<file path="config.mk">
export PLATFORM = sky130hd
export DESIGN_NAME = demux_4_buf
export DESIGN_NICKNAME = d
export VERILOG_FILES = /design/src/rtl/demux_4_buf.sv
export SDC_FILE = /design/constraint.sdc
export NUM_CORES = 1
export LEC_CHECK = 0
export BUFFER_PORTS_ARGS = -buffer_cell sky130_fd_sc_hd__buf_2
export CAP_MARGIN = 10
export CORE_ASPECT_RATIO = 0.5
export CORE_UTILIZATION = 40
export DETAILED_ROUTE_END_ITERATION = 7
export PLACE_DENSITY = 0.69
export SLEW_MARGIN = 20
export SYNTH_ARGS = -nofsm -noshare
export SYNTH_HDL_FRONTEND = slang
export SYNTH_SLANG_ARGS = --single-unit
</file>
<file path="constraint.sdc">
create_clock -name clk -period 5.27 [get_ports clk]
set_input_delay 0.527 -clock clk [delete_from_list [all_inputs] [get_ports clk]]
set_output_delay 0.527 -clock clk [all_outputs]
set_load 0.02 [all_outputs]
</file>
<file path="src/rtl/demux_4_buf.sv">
// demux_4_buf
// Buffered 1-to-4 demultiplexer. A single producer stream, tagged with a
// 2-bit lane select, is steered into one of four independent lanes. Each
// lane is a 2-entry circular FIFO, so a stalled consumer on one lane never
// blocks or corrupts the other three.
//
// Ports:
//   clk        - clock, all state updates on the rising edge
//   rst        - asynchronous active-high reset, clears all lanes
//   in_data    - input word (N bits)
//   in_sel     - destination lane 0..3
//   in_valid   - producer offers in_data/in_sel
//   in_ready   - the selected lane has room this cycle
//   out_data   - lane k head word at bits [k*N +: N]
//   out_valid  - bit k set when lane k holds data
//   out_ready  - bit k set when the lane k consumer accepts
//   occupancy  - lane k entry count (0..2) at bits [2k +: 2]
module demux_4_buf #(
    parameter int N = 21
) (
    input  logic             clk,
    input  logic             rst,
    input  logic [N-1:0]     in_data,
    input  logic [1:0]       in_sel,
    input  logic             in_valid,
    output logic             in_ready,
    output logic [4*N-1:0]   out_data,
    output logic [3:0]       out_valid,
    input  logic [3:0]       out_ready,
    output logic [7:0]       occupancy
);

    // Per-lane state: two storage slots, write/read pointers, entry count.
    logic [3:0][1:0][N-1:0] mem_q, mem_d;
    logic [3:0]             wr_ptr_q, wr_ptr_d;
    logic [3:0]             rd_ptr_q, rd_ptr_d;
    logic [3:0][1:0]        count_q, count_d;

    logic push;

    // in_ready looks only at the registered count of the selected lane, so a
    // full lane is refused even if it pops this cycle. That keeps out_ready
    // off every path into in_ready.
    always_comb begin
        in_ready  = (count_q[in_sel] != 2'd2);
        out_valid = '0;
        out_data  = '0;
        occupancy = '0;
        for (int k = 0; k < 4; k++) begin
            out_valid[k]          = (count_q[k] != 2'd0);
            out_data[k*N +: N]    = mem_q[k][rd_ptr_q[k]];
            occupancy[2*k +: 2]   = count_q[k];
        end
    end

    assign push = in_valid && in_ready;

    // Next-state for every lane. A simultaneous push and pop advances both
    // pointers and leaves the count alone, which gives one word per cycle of
    // throughput with a single entry resident.
    always_comb begin
        logic lane_push;
        logic lane_pop;
        mem_d     = mem_q;
        wr_ptr_d  = wr_ptr_q;
        rd_ptr_d  = rd_ptr_q;
        count_d   = count_q;
        lane_push = 1'b0;
        lane_pop  = 1'b0;
        for (int k = 0; k < 4; k++) begin
            lane_push = push && (in_sel == 2'(k));
            lane_pop  = out_valid[k] && out_ready[k];
            if (lane_push) begin
                mem_d[k][wr_ptr_q[k]] = in_data;
                wr_ptr_d[k]           = ~wr_ptr_q[k];
            end
            if (lane_pop) begin
                rd_ptr_d[k] = ~rd_ptr_q[k];
            end
            unique case ({lane_push, lane_pop})
                2'b10:   count_d[k] = count_q[k] + 2'd1;
                2'b01:   count_d[k] = count_q[k] - 2'd1;
                default: count_d[k] = count_q[k];
            endcase
        end
    end

    // State register. Reset wipes storage as well so that stale words can
    // never reappear on out_data after a reset.
    always_ff @(posedge clk or posedge rst) begin
        if (rst) begin
            mem_q    <= '0;
            wr_ptr_q <= '0;
            rd_ptr_q <= '0;
            count_q  <= '0;
        end else begin
            mem_q    <= mem_d;
            wr_ptr_q <= wr_ptr_d;
            rd_ptr_q <= rd_ptr_d;
            count_q  <= count_d;
        end
    end

endmodule
</file>
==> key figures, run 1 <==
Outcome
  – Status: finished, final reports clean

Synthesis
  – Mapped Nets: between 500 and 600
  – Mapped Cells: ~520
  – Yosys cell types: 25
  – #FFs+latches synth: 184
  – Post-synthesis sequential area ratio: 0.5666
  – Ys Warns: 0
  – Post-Syn Area: approximately 8100 um2
  – Average cell area after synthesis: 15.57 um2

Setup path
  – Critical-path top delay cell: dfrtp_1
  – R2r setup slk: ~3.1 ns
  – Kind of critical path: reg -> out
  – Family with the most delay on the worst path: flip-flops
  – Crit path DAT: roughly 2.1 ns
  – Worst r2r path cells: 3
  – CP Launch Type: flip-flop
  – R2r endpoint: mem_q[64]
  – Crit path buf inv count: 1
  – WP depth: 2
  – Crit path capture type: primary output
  – Crit Path Max Fanout: 22
  – CP Data Required Time: ~4.7 ns
  – RR Startpoint: occupancy[2]
  – Delay of the slowest critical-path stage: between 1 and 1.5 ns
  – Crit-path cells: mux2_2, buf_2

Clock network
  – Clock transition at the registers of the reported paths: 0.08 ns
  – Post-CTS resize count: 0
  – TritonCTS clock tree: built
  – Total clock sinks: approximately 180
  – Clock root cell: clkbuf_16
  – TritonCTS Buffers: 17
  – H-tree depth: 4
  – Hold bufs inserted after CTS: 0
  – Worst-Skew Late Latency: between 0.4 and 0.5 ns
  – Buffer depth of the longest clock path: 2
  – Setup repair bufs after CTS: 0

Pwr
  – Switch share: 0.3634
  – Max IR drop VDD: approximately 0.00025 V
  – Combinational share of power: 0.429
  – P_leak: approximately 4.4 nW
  – Clk pwr share: 0.192
  – Internal Power: roughly 4.4 mW
  – Psw: 2.500 mW
  – Pwr Density: about 700 nW/um2
  – Flop pwr share: 0.379

Global routing
  – First-pass GRT wire length: 27.08 mm
  – Initial antenna violation count: 0
  – Largest net degree at the start of global routing: 161
  – Met3 GRT Util: 0.03887
  – Total grt overflow: 0
  – GRT Overall Usage: 0.1709
  – GR Layer Usage met1: 0.2290
  – GR Layer Usage met2: 0.2822
  – Vias in the first global route: 4800
  – Global route hottest layer: met2

Floorplan
  – # rows: 36
  – IO Pins: around 130
  – Die W: approximately 200 um
  – Area of the core: just under 20000 um2
  – Die Ht: 102.8 um
  – DIE AREA: between 20000 and 25000 um2
  – Initial cell density of the core: 0.4129

Detailed routing
  – Avg WL per Cell: about 18 um
  – DR vias: approximately 4.6k
  – Total wire length: between 15 and 20 mm
  – Drt pass-1 iters: 4
  – Vias/cell: 5.011
  – Iteration-0 DRC Markers: roughly 130
  – Post-route ant nets: 0
  – DRC: 0

Timing
  – Final TNS setup: 0 ns
  – Minimum hold slack: roughly 0.16 ns
  – Final min period: 2.638 ns
  – Worst Skew: 0.01651 ns
  – Slew HR: 0.2774
  – Slew of the pin with the lowest slew margin: around 1.1 ns
  – Final hold violation count: 0
  – Final setup fails: 0
  – Max Slew Vio Count: 0
  – Fin crit share: 0.5006
  – RSZ-0062 raised after global routing: no
  – Max Fclk: 379.1 MHz

Placement
  – Hpwl dp: 11.54 mm
  – Buffers added on ports: between 100 and 150
  – Gpl congestion: about 0.7

Final layout
  – Diode count: 0
  – Commonest non-fill, non-tap cell in the layout: mux2_2
  – Commonest non-fill, non-tap cells in the layout: 230 x mux2_2, 184 x dfrtp_1, 126 x buf_2
  – Area delta synth->final: 18.89%
  – Register Area: about 4600 um2
  – Fill cells: around 1.7k
  – NumNets Final: roughly 700
  – Share of cells above drive strength 1: 0.6430
  – Multi-input gate area: around 3400 um2

Job
  – Max_cap viols: 0

Min path
  – HP Class: in -> async
## logic make-up (layout without fill, tap and decap cells)
family        after synthesis  in the layout  share of synthesized area
xor+xnor                   20             20                    0.02156
fa+ha+maj                   4              4                   0.006159
buf+inv                    27            166                    0.01678
flops                     184            184                     0.5666
mux                       253            253                     0.3612
simple gates               34             34                    0.02771
## sequential cells by signal, indices dropped and copies added (netlist names)
name and count:
mem_q 168, wr_ptr_q 4, occupancy 8, rd_ptr_q 4
## worst max-delay path by stage
stage / slack, ns / end / from
after floorplan: 2.38 / mem_q[0] / rst
after global placement: 2.87 / mem_q[74] / in_sel[0]
after detailed placement: 2.81 / mem_q[64] / in_sel[0]
after CTS: 2.60 / out_data[12] / rd_ptr_q[0]
after global routing: 2.54 / out_data[81] / rd_ptr_q[3]
final: 2.63 / out_data[12] / rd_ptr_q[0]
## cell usage after synthesis (all sizes together)
cell type | count | area [um2]
and4 | 1 | 8.760
and2 | 4 | 25.02
nand4b | 2 | 17.52
or3 | 1 | 6.260
nand3 | 2 | 10.01
buf | 26 | 132.6
nor4b | 2 | 30.03
xor2 | 8 | 70.07
nand4 | 3 | 18.77
mux2 | 252 | 2913
or2 | 4 | 25.02
nand2 | 1 | 6.260
or4 | 1 | 11.26
nor2b | 3 | 18.77
nand2b | 4 | 25.02
xnor2 | 12 | 105.1
nor2 | 6 | 22.52
mux4 | 1 | 22.52
ha | 4 | 50.05
inv | 1 | 3.750
dfrtp | 184 | 4604
## power groups by stage
stage / sequential, mW / combinational, mW / clock, mW
6_report: 2.61 / 2.95 / 1.32
5_1_grt: 2.72 / 3.17 / 1.41
4_1_cts: 2.62 / 3.00 / 1.35
3_5_place_dp: 2.64 / 2.98 / 0
3_3_place_gp: 2.59 / 2.94 / 0
2_1_floorplan: 2.44 / 2.25 / 0
## area by class of cell
type | count | share of cell area
timing repair buffer | 134 | 0.07278
multi-input combinational | 311 | 0.3525
clock buffer | 19 | 0.04584
inverter | 1 | 0.0007770
clock inverter | 12 | 0.01709
sequential | 184 | 0.4766
tap | 266 | 0.03445
## per-stage QoR
step	setup WS, ns	cells	util	area (um2)	power (mW)
after floorplan	2.378	522	-	8130	4.695
after global placement	2.875	896	0.4600	9054	5.529
after detailed placement	2.805	896	0.4600	9054	5.616
after CTS	2.603	927	0.4908	9662	6.970
after global routing	2.536	927	0.4908	9662	7.300
final	2.632	927	0.4908	9662	6.879
## worst reg2reg max path, stage by stage (launching register included)
cell and delay (ns):
dfrtp_1 0.44, nand2b_1 0.22, and4_1 0.92, mux2_2 0.44
## per-layer routing
layer  wire (um)  vias up  part of all wire
li1            -     2116                 -
met1        8245     2455              0.48
met2        8293       61              0.48
met3         404       13             0.024
met4         159        0            0.0093
met5           0        -                 0
No activity file was read; power rests on OpenSTA's default activity.
==> run 2, diff against run 1 <==
- clock period: 5.27 -> 2.29 ns (I/O delays scaled with it)
==> run 2 against run 1 <==
Compared with the run above:
- highest routed layer unchanged
- worst setup slack got worse by 2.5 ns
- via count rose by 0.84%
- flip-flop and latch count did not move
- global-route usage rose by 0.57 points
- non-clock buffer count rose by 12
==> key figures, run 2 (synthesized netlist as in run 1, its figures left out) <==
Clock network
  – H-tree depth: 4
  – Clock root cell: clkbuf_16
  – Setup repair bufs after CTS: 0
  – Buffer depth of the longest clock path: 2
  – Worst-Skew Late Latency: 0.43 ns
  – TritonCTS Buffers: 17
  – Clock transition at the registers of the reported paths: about 0.07 ns
  – Total clock sinks: about 180
  – TritonCTS clock tree: built

Placement
  – DP Cell Count: 907
  – Area after DPL: 9161 um2
  – Buffers added on ports: 126
  – Gpl congestion: 0.7302
  – Hpwl dp: 12.22 mm

Timing
  – Final TNS setup: 0 ns
  – Max Slew Vio Count: 0
  – RSZ-0062 raised after global routing: no
  – Final setup fails: 0
  – Minimum hold slack: 0.1463 ns
  – Final hold violation count: 0
  – Slew HR: 0.5395
  – Worst Skew: approximately 0.0085 ns
  – Max Fclk: 472.5 MHz
  – Fin crit share: 0.9242
  – Slew of the pin with the lowest slew margin: just under 0.7 ns
  – Final min period: roughly 2.1 ns

Min path
  – HP Class: in -> reg

Final layout
  – Commonest non-fill, non-tap cells in the layout: 230 x mux2_2, 184 x dfrtp_1, 126 x buf_2
  – Final Non-Filler Cells: 940
  – Largest register FFs: between 150 and 200
  – Commonest non-fill, non-tap cell in the layout: mux2_2
  – Share of cells above drive strength 1: 0.6469
  – Diode count: 0
  – Area delta synth->final: 20.92%
  – Final Instance Area: between 9000 and 10000 um2
  – Most flops, register: mem_q
  – Fill cells: 1717
  – NumNets Final: 695

Pwr
  – Internal Power: around 10 mW
  – Overall power: about 16 mW
  – Max IR drop VDD: a little over 0.0005 V
  – Pwr Density: about 1600 nW/um2
  – Combinational share of power: 0.442
  – Clk pwr share: 0.201
  – P_leak: roughly 4.5 nW
  – Flop pwr share: 0.358
  – Psw: 5.743 mW
  – Switch share: 0.3558

Detailed routing
  – Total wire length: ~17 mm
  – DR vias: 4684
  – DRC: 0
  – Iteration-0 DRC Markers: 136
  – Vias/cell: around 5.0
  – Drt pass-1 iters: 4
  – Post-route ant nets: 0
  – Avg WL per Cell: 18.61 um

Setup path
  – Crit path capture type: primary output
  – CP Data Required Time: just over 2 ns
  – Crit path DAT: around 1.9 ns
  – CP Launch Type: flip-flop
  – Kind of critical path: reg -> out
  – Crit Path Max Fanout: 14

Global routing
  – First-pass GRT wire length: ~27 mm
  – Largest net degree at the start of global routing: 60
  – Total grt overflow: 0
  – Vias in the first global route: 4801
  – GRT Overall Usage: 0.1766
  – Initial antenna violation count: 0

Floorplan
  – Die Ht: about 100 um
  – IO Pins: 127
  – DIE AREA: approximately 21000 um2
  – # rows: 36
  – Area of the core: between 15000 and 20000 um2
  – Initial cell density of the core: 0.4129
  – Die W: roughly 200 um

Job
  – Max_cap viols: 0

Outcome
  – Status: finished, final reports clean
-- run 2: changes by cell type in the layout (fill, tap and decap cells not counted) --
cell	change
clkinv_4	-1
clkinv_2	+1
inv_6	-3
buf_4	+9
buf_12	+2
dlygate4sd3_1	+1
clkbuf_8	+1
clkbuf_1	+1
bufinv_16	+2
-- run 2: routing by layer --
metal,vias up,global-route usage,wire length (um)
met1,2464,0.2397,8318
li1,2147,-,-
met5,-,0,0
met4,0,0.04685,150
met3,10,0.04267,550
met2,63,0.2862,8477
-- run 2: power groups by stage --
stage,Combinational [mW],Sequential (mW),Clock [mW]
5_1_grt,7.64,5.99,3.47
3_5_place_dp,7.23,5.83,0
4_1_cts,7.26,5.78,3.32
2_1_floorplan,5.18,5.62,0
3_3_place_gp,7.12,5.72,0
6_report,7.13,5.77,3.24
-- run 2: repair_timing --
item / CTS / global route
hold endpoints to repair: 23 / 0
hold buffers: 1 / 0
resized for setup: 0 / 0
setup endpoints to repair: 0 / 0
-- run 2: cell type report --
class                           instances  area, um2  share of cell area
Sequential cell                       184       4604              0.4686
Multi-Input combinational cell        311       3406              0.3466
Timing Repair Buffer                  146      820.8             0.08352
Clock buffer                           21      460.4             0.04686
Tap cell                              266      332.8             0.03387
Clock inverter                         11      195.2             0.01986
Inverter                                1      7.507           0.0007639
-- run 2: final timing paths --
check | from | end | slack, ns | cells after the start
setup / recovery | rd_ptr_q[1] | out_data[36] | 0.17 | 3
hold / removal | out_ready[0] | rd_ptr_q[0] | 0.15 | 3
setup reg to reg | occupancy[5] | mem_q[92] | 0.50 | 3
max in group asynchronous | rst | mem_q[57] | 1.10 | 4
hold reg to reg | rd_ptr_q[3] | rd_ptr_q[3] | 0.48 | 1
min in group asynchronous | rst | mem_q[22] | 0.45 | 3
-- run 2: metrics by stage --
stage               setup slack, ns  utilization
finish                       0.1735       0.4992
floorplan                   -0.3035            -
detailed placement           0.4898       0.4654
global placement             0.5287       0.4654
global route                 0.1115       0.4992
CTS                          0.1550       0.4992
-- run 2: worst max-delay path, cell delays in order (launching register included) --
cell	delay [ns]
dfrtp_1	0.68
buf_12	0.23
mux2_2	0.37
buf_2	0.17
